### src/rtl/storemerge_rv32i.sv
// Store path for a word-only data memory: SW is written directly, while SB and SH
// read the word, merge in the new lane and write it back. Port "store_type" is the funct3 input.
module storemerge_rv32i #(
  parameter int ADDR_WIDTH = 32
) (
  input  logic                  clk,
  input  logic                  rst_n,
  input  logic                  start,
  input  logic [2:0]            store_type,
  input  logic [ADDR_WIDTH-1:0] addr,
  input  logic [31:0]           wdata,
  output logic [ADDR_WIDTH-1:0] mem_addr,
  output logic                  mem_re,
  output logic                  mem_we,
  output logic [31:0]           mem_wdata,
  input  logic [31:0]           mem_rdata,
  input  logic                  mem_ready,
  output logic                  busy,
  output logic                  done,
  output logic                  err
);

  localparam logic [2:0] F3_SB = 3'b000;
  localparam logic [2:0] F3_SH = 3'b001;
  localparam logic [2:0] F3_SW = 3'b010;

  typedef enum logic [2:0] {
    S_IDLE,
    S_READ,
    S_WRITE,
    S_DONE,
    S_ERR
  } state_t;

  state_t                state_q, state_d;
  logic [2:0]            type_q;
  logic [ADDR_WIDTH-1:0] addr_q;
  logic [31:0]           wdata_q;
  logic [31:0]           merged;
  logic                  req_ok;

  // Reject misaligned halfwords/words and any funct3 that is not a store.
  always_comb begin
    req_ok = 1'b0;
    case (store_type)
      F3_SB:   req_ok = 1'b1;
      F3_SH:   req_ok = ~addr[0];
      F3_SW:   req_ok = (addr[1:0] == 2'b00);
      default: req_ok = 1'b0;
    endcase
  end

  always_comb begin
    merged = mem_rdata;
    if (type_q == F3_SB) begin
      case (addr_q[1:0])
        2'd0: merged[7:0]   = wdata_q[7:0];
        2'd1: merged[15:8]  = wdata_q[7:0];
        2'd2: merged[23:16] = wdata_q[7:0];
        2'd3: merged[31:24] = wdata_q[7:0];
        default: merged = mem_rdata;
      endcase
    end else if (addr_q[1]) begin
      merged[31:16] = wdata_q[15:0];
    end else begin
      merged[15:0] = wdata_q[15:0];
    end
  end

  always_comb begin
    state_d = state_q;
    case (state_q)
      S_IDLE: begin
        if (start) begin
          if (!req_ok)                 state_d = S_ERR;
          else if (store_type == F3_SW) state_d = S_WRITE;
          else                         state_d = S_READ;
        end
      end
      S_READ:  if (mem_ready) state_d = S_WRITE;
      S_WRITE: if (mem_ready) state_d = S_DONE;
      S_DONE:  state_d = S_IDLE;
      S_ERR:   state_d = S_IDLE;
      default: state_d = S_IDLE;
    endcase
  end

  always_ff @(posedge clk or negedge rst_n) begin
    if (!rst_n) begin
      state_q <= S_IDLE;
      type_q  <= '0;
      addr_q  <= '0;
      wdata_q <= '0;
    end else begin
      state_q <= state_d;
      if (state_q == S_IDLE && start) begin
        type_q  <= store_type;
        addr_q  <= addr;
        wdata_q <= wdata;
      end else if (state_q == S_READ && mem_ready) begin
        wdata_q <= merged;
      end
    end
  end

  assign mem_addr  = {addr_q[ADDR_WIDTH-1:2], 2'b00};
  assign mem_wdata = wdata_q;
  assign mem_re    = (state_q == S_READ);
  assign mem_we    = (state_q == S_WRITE);
  assign busy      = (state_q != S_IDLE);
  assign done      = (state_q == S_DONE) || (state_q == S_ERR);
  assign err       = (state_q == S_ERR);

endmodule

### config.mk
export PLATFORM = sky130hd
export DESIGN_NAME = storemerge_rv32i
export DESIGN_NICKNAME = d
export VERILOG_FILES = /design/src/rtl/storemerge_rv32i.sv
export SDC_FILE = /design/constraint.sdc
export NUM_CORES = 1
export LEC_CHECK = 0
export ABC_AREA = 1
export BUFFER_PORTS_ARGS = -buffer_cell sky130_fd_sc_hd__buf_2
export CORE_UTILIZATION = 40
export CTS_BUF_LIST = sky130_fd_sc_hd__clkbuf_2 sky130_fd_sc_hd__clkbuf_4 sky130_fd_sc_hd__clkbuf_8
export CTS_CLUSTER_DIAMETER = 100
export DETAILED_ROUTE_END_ITERATION = 10
export GPL_TIMING_DRIVEN = 0
export PLACE_DENSITY = 0.76
export SYNTH_ARGS = -nofsm -noshare
export SYNTH_HDL_FRONTEND = slang
export SYNTH_SLANG_ARGS = --single-unit
### constraint.sdc
create_clock -name clk -period 1.9 [get_ports clk]
set_clock_uncertainty 0.15 [all_clocks]
set_input_delay 0.285 -clock clk [delete_from_list [all_inputs] [get_ports clk]]
set_output_delay 0.285 -clock clk [all_outputs]
set_load 0.01 [all_outputs]
==> impl_metrics.csv <==
group,metric,value,unit
detailed_routing,wire_per_inst,13.28,um
worst_hold_path,worstHoldStart,"store_type[1]",
run,drv_cap,0,
pwr,total_leakage_power,3.389,nW
setup_path,crit_chain,"inv_2 -> clkbuf_2 -> nand3_1 -> o21ai_1 -> buf_2",
final_layout,diodes,0,
logic_synthesis,yosys_most_used_dff,"dfrtp_1",
setup_path,crit_fanout,10,
sta,period_needed,1810,ps
global_route,grt_max_degree,70,
logic_synthesis,synth_cells,592,
logic_synthesis,ys_warn_count,0,
final_layout,multi_input_area,1879,sq um
logic_synthesis,avgSynthCellArea,7.023,sq um
place,place_ws,156.4,ps
sta,whs,18.76,ps
clock_tree,cts_tree,"built",
detailed_routing,drtPass1Iterations,4,
detailed_routing,wl,12550,um
sta,fin_ws,89.68,ps
logic_synthesis,ys_types,24,
logic_synthesis,synth_edf_count,0,
floorplanning,initial_core_util,0.4196,
final_layout,fin_util,0.5822,
setup_path,cp-end-kind,"output port",
sta,finalMaxSlewViolations,0,
clock_tree,clock-sinks,70,
clock_tree,root_buffer,"clkbuf_8",
detailed_routing,drc,0,
floorplanning,rows,36,
worst_hold_path,min_path_type,"input pin to flip-flop",
global_route,grt_usage,0.2403,
final_layout,fin_nets,910,
sta,finalHoldViolCount,0,
floorplanning,die_y,104.0,um
setup_path,setup.worst_path.start_class,"flip-flop",
place,port_buffers,168,
logic_synthesis,yosysTopAreaCell,"dfrtp_1",
clock_tree,cts_max_path_buffers,2,
detailed_routing,ant_nets,0,
sta,finalSetupViolCount,0,
floorplanning,fp.dieW,104.0,um
final_layout,fillers,973,
detailed_routing,vias_per_cell,4.790,
setup_path,arrival,1380,ps
place,place_congestion,0.9052,
global_route,grt_pass1_vias,4326,
final_layout,layout-drive-gt1-share,0.3264,
pwr,ir_worst_vdd,752.3,uV
logic_synthesis,async_reset_ff_frac,1.000,
clock_tree,clkTransAtPathRegs,70,ps
detailed_routing,vias,4527,
clock_tree,numCtsBuffers,9,
global_route,grt_pass1_wl,20790,um
logic_synthesis,yosysSeqAreaShare,0.4213,
setup_path,worstSetupPathType,"flip-flop to output port",
setup_path,crit_path_start,"state_q[2]$_DFFE_PN0P_",
setup_path,required,1460,ps
floorplanning,io_pins,172,
pwr,power_density,1565,nW/um^2
sta,grt_setup_unrepaired,"false",
clock_tree,cts_htree_levels,3,
global_route,antenna_found_initial,0,
logic_synthesis,yosys-top-cells-count,"nand2_1, dfrtp_1, buf_4, nand3_1",
clock_tree,clock_latency,350,ps
place,hpwlAfterDp,8832,um
detailed_routing,drt_iter0_drc,242,
sta,finalSetupTns,0,ps
sta,max_clock_freq,0.5524,GHz
setup_path,r2r-start,"state_q[1]$_DFFE_PN0P_",
floorplanning,core_area,9910,sq um
sta,min_period_over_period,0.9528,
logic_synthesis,yosys.cell_count.top_type,"nand2_1",
floorplanning,die_area,10810,sq um
logic_synthesis,synth_seq_cells,70,
pwr,total_power,0.009032,W
setup_path,cpPeakStageDelay,370,ps
logic_synthesis,mappedNetlistArea,4158,sq um
final_layout,regArea,1752,sq um
final_layout,syn2layout_area_growth,38.76,%
status,status,"completed",
logic_synthesis,synthTopCellsByArea,"dfrtp_1, nand2_1, buf_4",
setup_path,slowest_stage,"dfrtp_1",
global_route,grt_overflow,0,
logic_synthesis,synth.top_cell.area_share,0.4213,
## registers in the layout (all words and copies together) (netlist names)
signal and cells:
type_q 3, mem_wdata 32, addr_q 32, state_q 3
## logic make-up after synthesis
group / count (synthesis) / synth area share
and+or+nand+nor: 387 / 0.3948
buffers and inverters: 93 / 0.1276
DFF: 70 / 0.4213
AOI/OAI and AO/OA: 41 / 0.05537
other: 1 / 0.0009019
## layout make-up
cell class / count / share of cell area
inverters: 33 / 0.02147
clock buffers: 11 / 0.02516
well taps: 133 / 0.02884
plain buffers: 60 / 0.07178
multi-input cells: 430 / 0.3257
clock inverters: 5 / 0.01431
repair buffers: 203 / 0.2091
flip-flops and latches: 70 / 0.3036
## layout by cell type, fill, tap and decap left out
cell type      netlist  final
o21bai_1             1      1
clkbuf_4             0      1
bufinv_16            0      2
nand2_2              1      1
nand4_1             18     18
buf_2               16    182
clkinv_4             0      2
nand3_2              1      1
or2_2                5      5
dfrtp_1             70     70
nand3_4              3      3
inv_2                5      5
nor2_2               2      2
o21ai_0             28     27
or2_0                2      2
a21oi_1              3      3
nand3_1             39     39
nand2_4              2      2
nor2_1              21     21
nor2_4               1      1
inv_1               28     28
buf_4               39     42
dlygate4sd3_1        0     32
buf_16               0      1
nand2_1            292    292
o21ai_1              0      1
o211ai_1             9      9
clkbuf_8             0     10
clkbuf_2             0      1
buf_6                2      3
conb_1               1      2
clkbuf_1             3      2
clkinv_2             0      1
## layer usage
metal,up-vias,GRT usage,share of wire
li1,2262,-,-
met1,2065,0.2977,0.43
met2,177,0.4067,0.47
met3,23,0.05451,0.071
met4,0,0.09082,0.023
met5,-,0,0
## worst max-delay path, delay by kind of cell (launching register included)
family / cells / cell delay (ps)
compound gates: 1 / 80
simple gates: 1 / 90
buf+inv: 3 / 490
flops: 1 / 370
## metrics by stage
stage          area [sq um]  std cells
6_report               5769        945
3_3_place_gp           5169        894
4_1_cts                5758        944
3_5_place_dp           5199        895
2_1_floorplan          4161        593
5_1_grt                5769        945
## path summary, 6_finish.rpt
| check | endpoint | slack, ps | cells past startpoint |
|---|---|---|---|
| worst max-delay path | done | 90 | 5 |
| worst min-delay path | type_q[1]$_DFFE_PN0P_ | 20 | 3 |
| worst max register to register | mem_wdata[5]$_DFFE_PN0P_ | 170 | 9 |
| worst min register to register | mem_wdata[18]$_DFFE_PN0P_ | 330 | 2 |
| max in group asynchronous | state_q[0]$_DFFE_PN0P_ | 950 | 3 |
| min in group asynchronous | mem_wdata[26]$_DFFE_PN0P_ | 120 | 2 |
## where the power goes
part           switching [W]  internal (W)  leakage [nW]
Sequential          0.000479       0.00220         0.871
Clock               0.000601      0.000793         0.117
Combinational        0.00289       0.00207          2.40
## repair_timing
item                                    CTS  global route
pin swaps                                 1             1
hold buffers                             32             0
endpoints found under the hold margin   101             0
buffers inserted                          1             1
endpoints found under the setup margin    2             7
gates resized for setup                   2             2
Power figures use the tool's default switching activity.
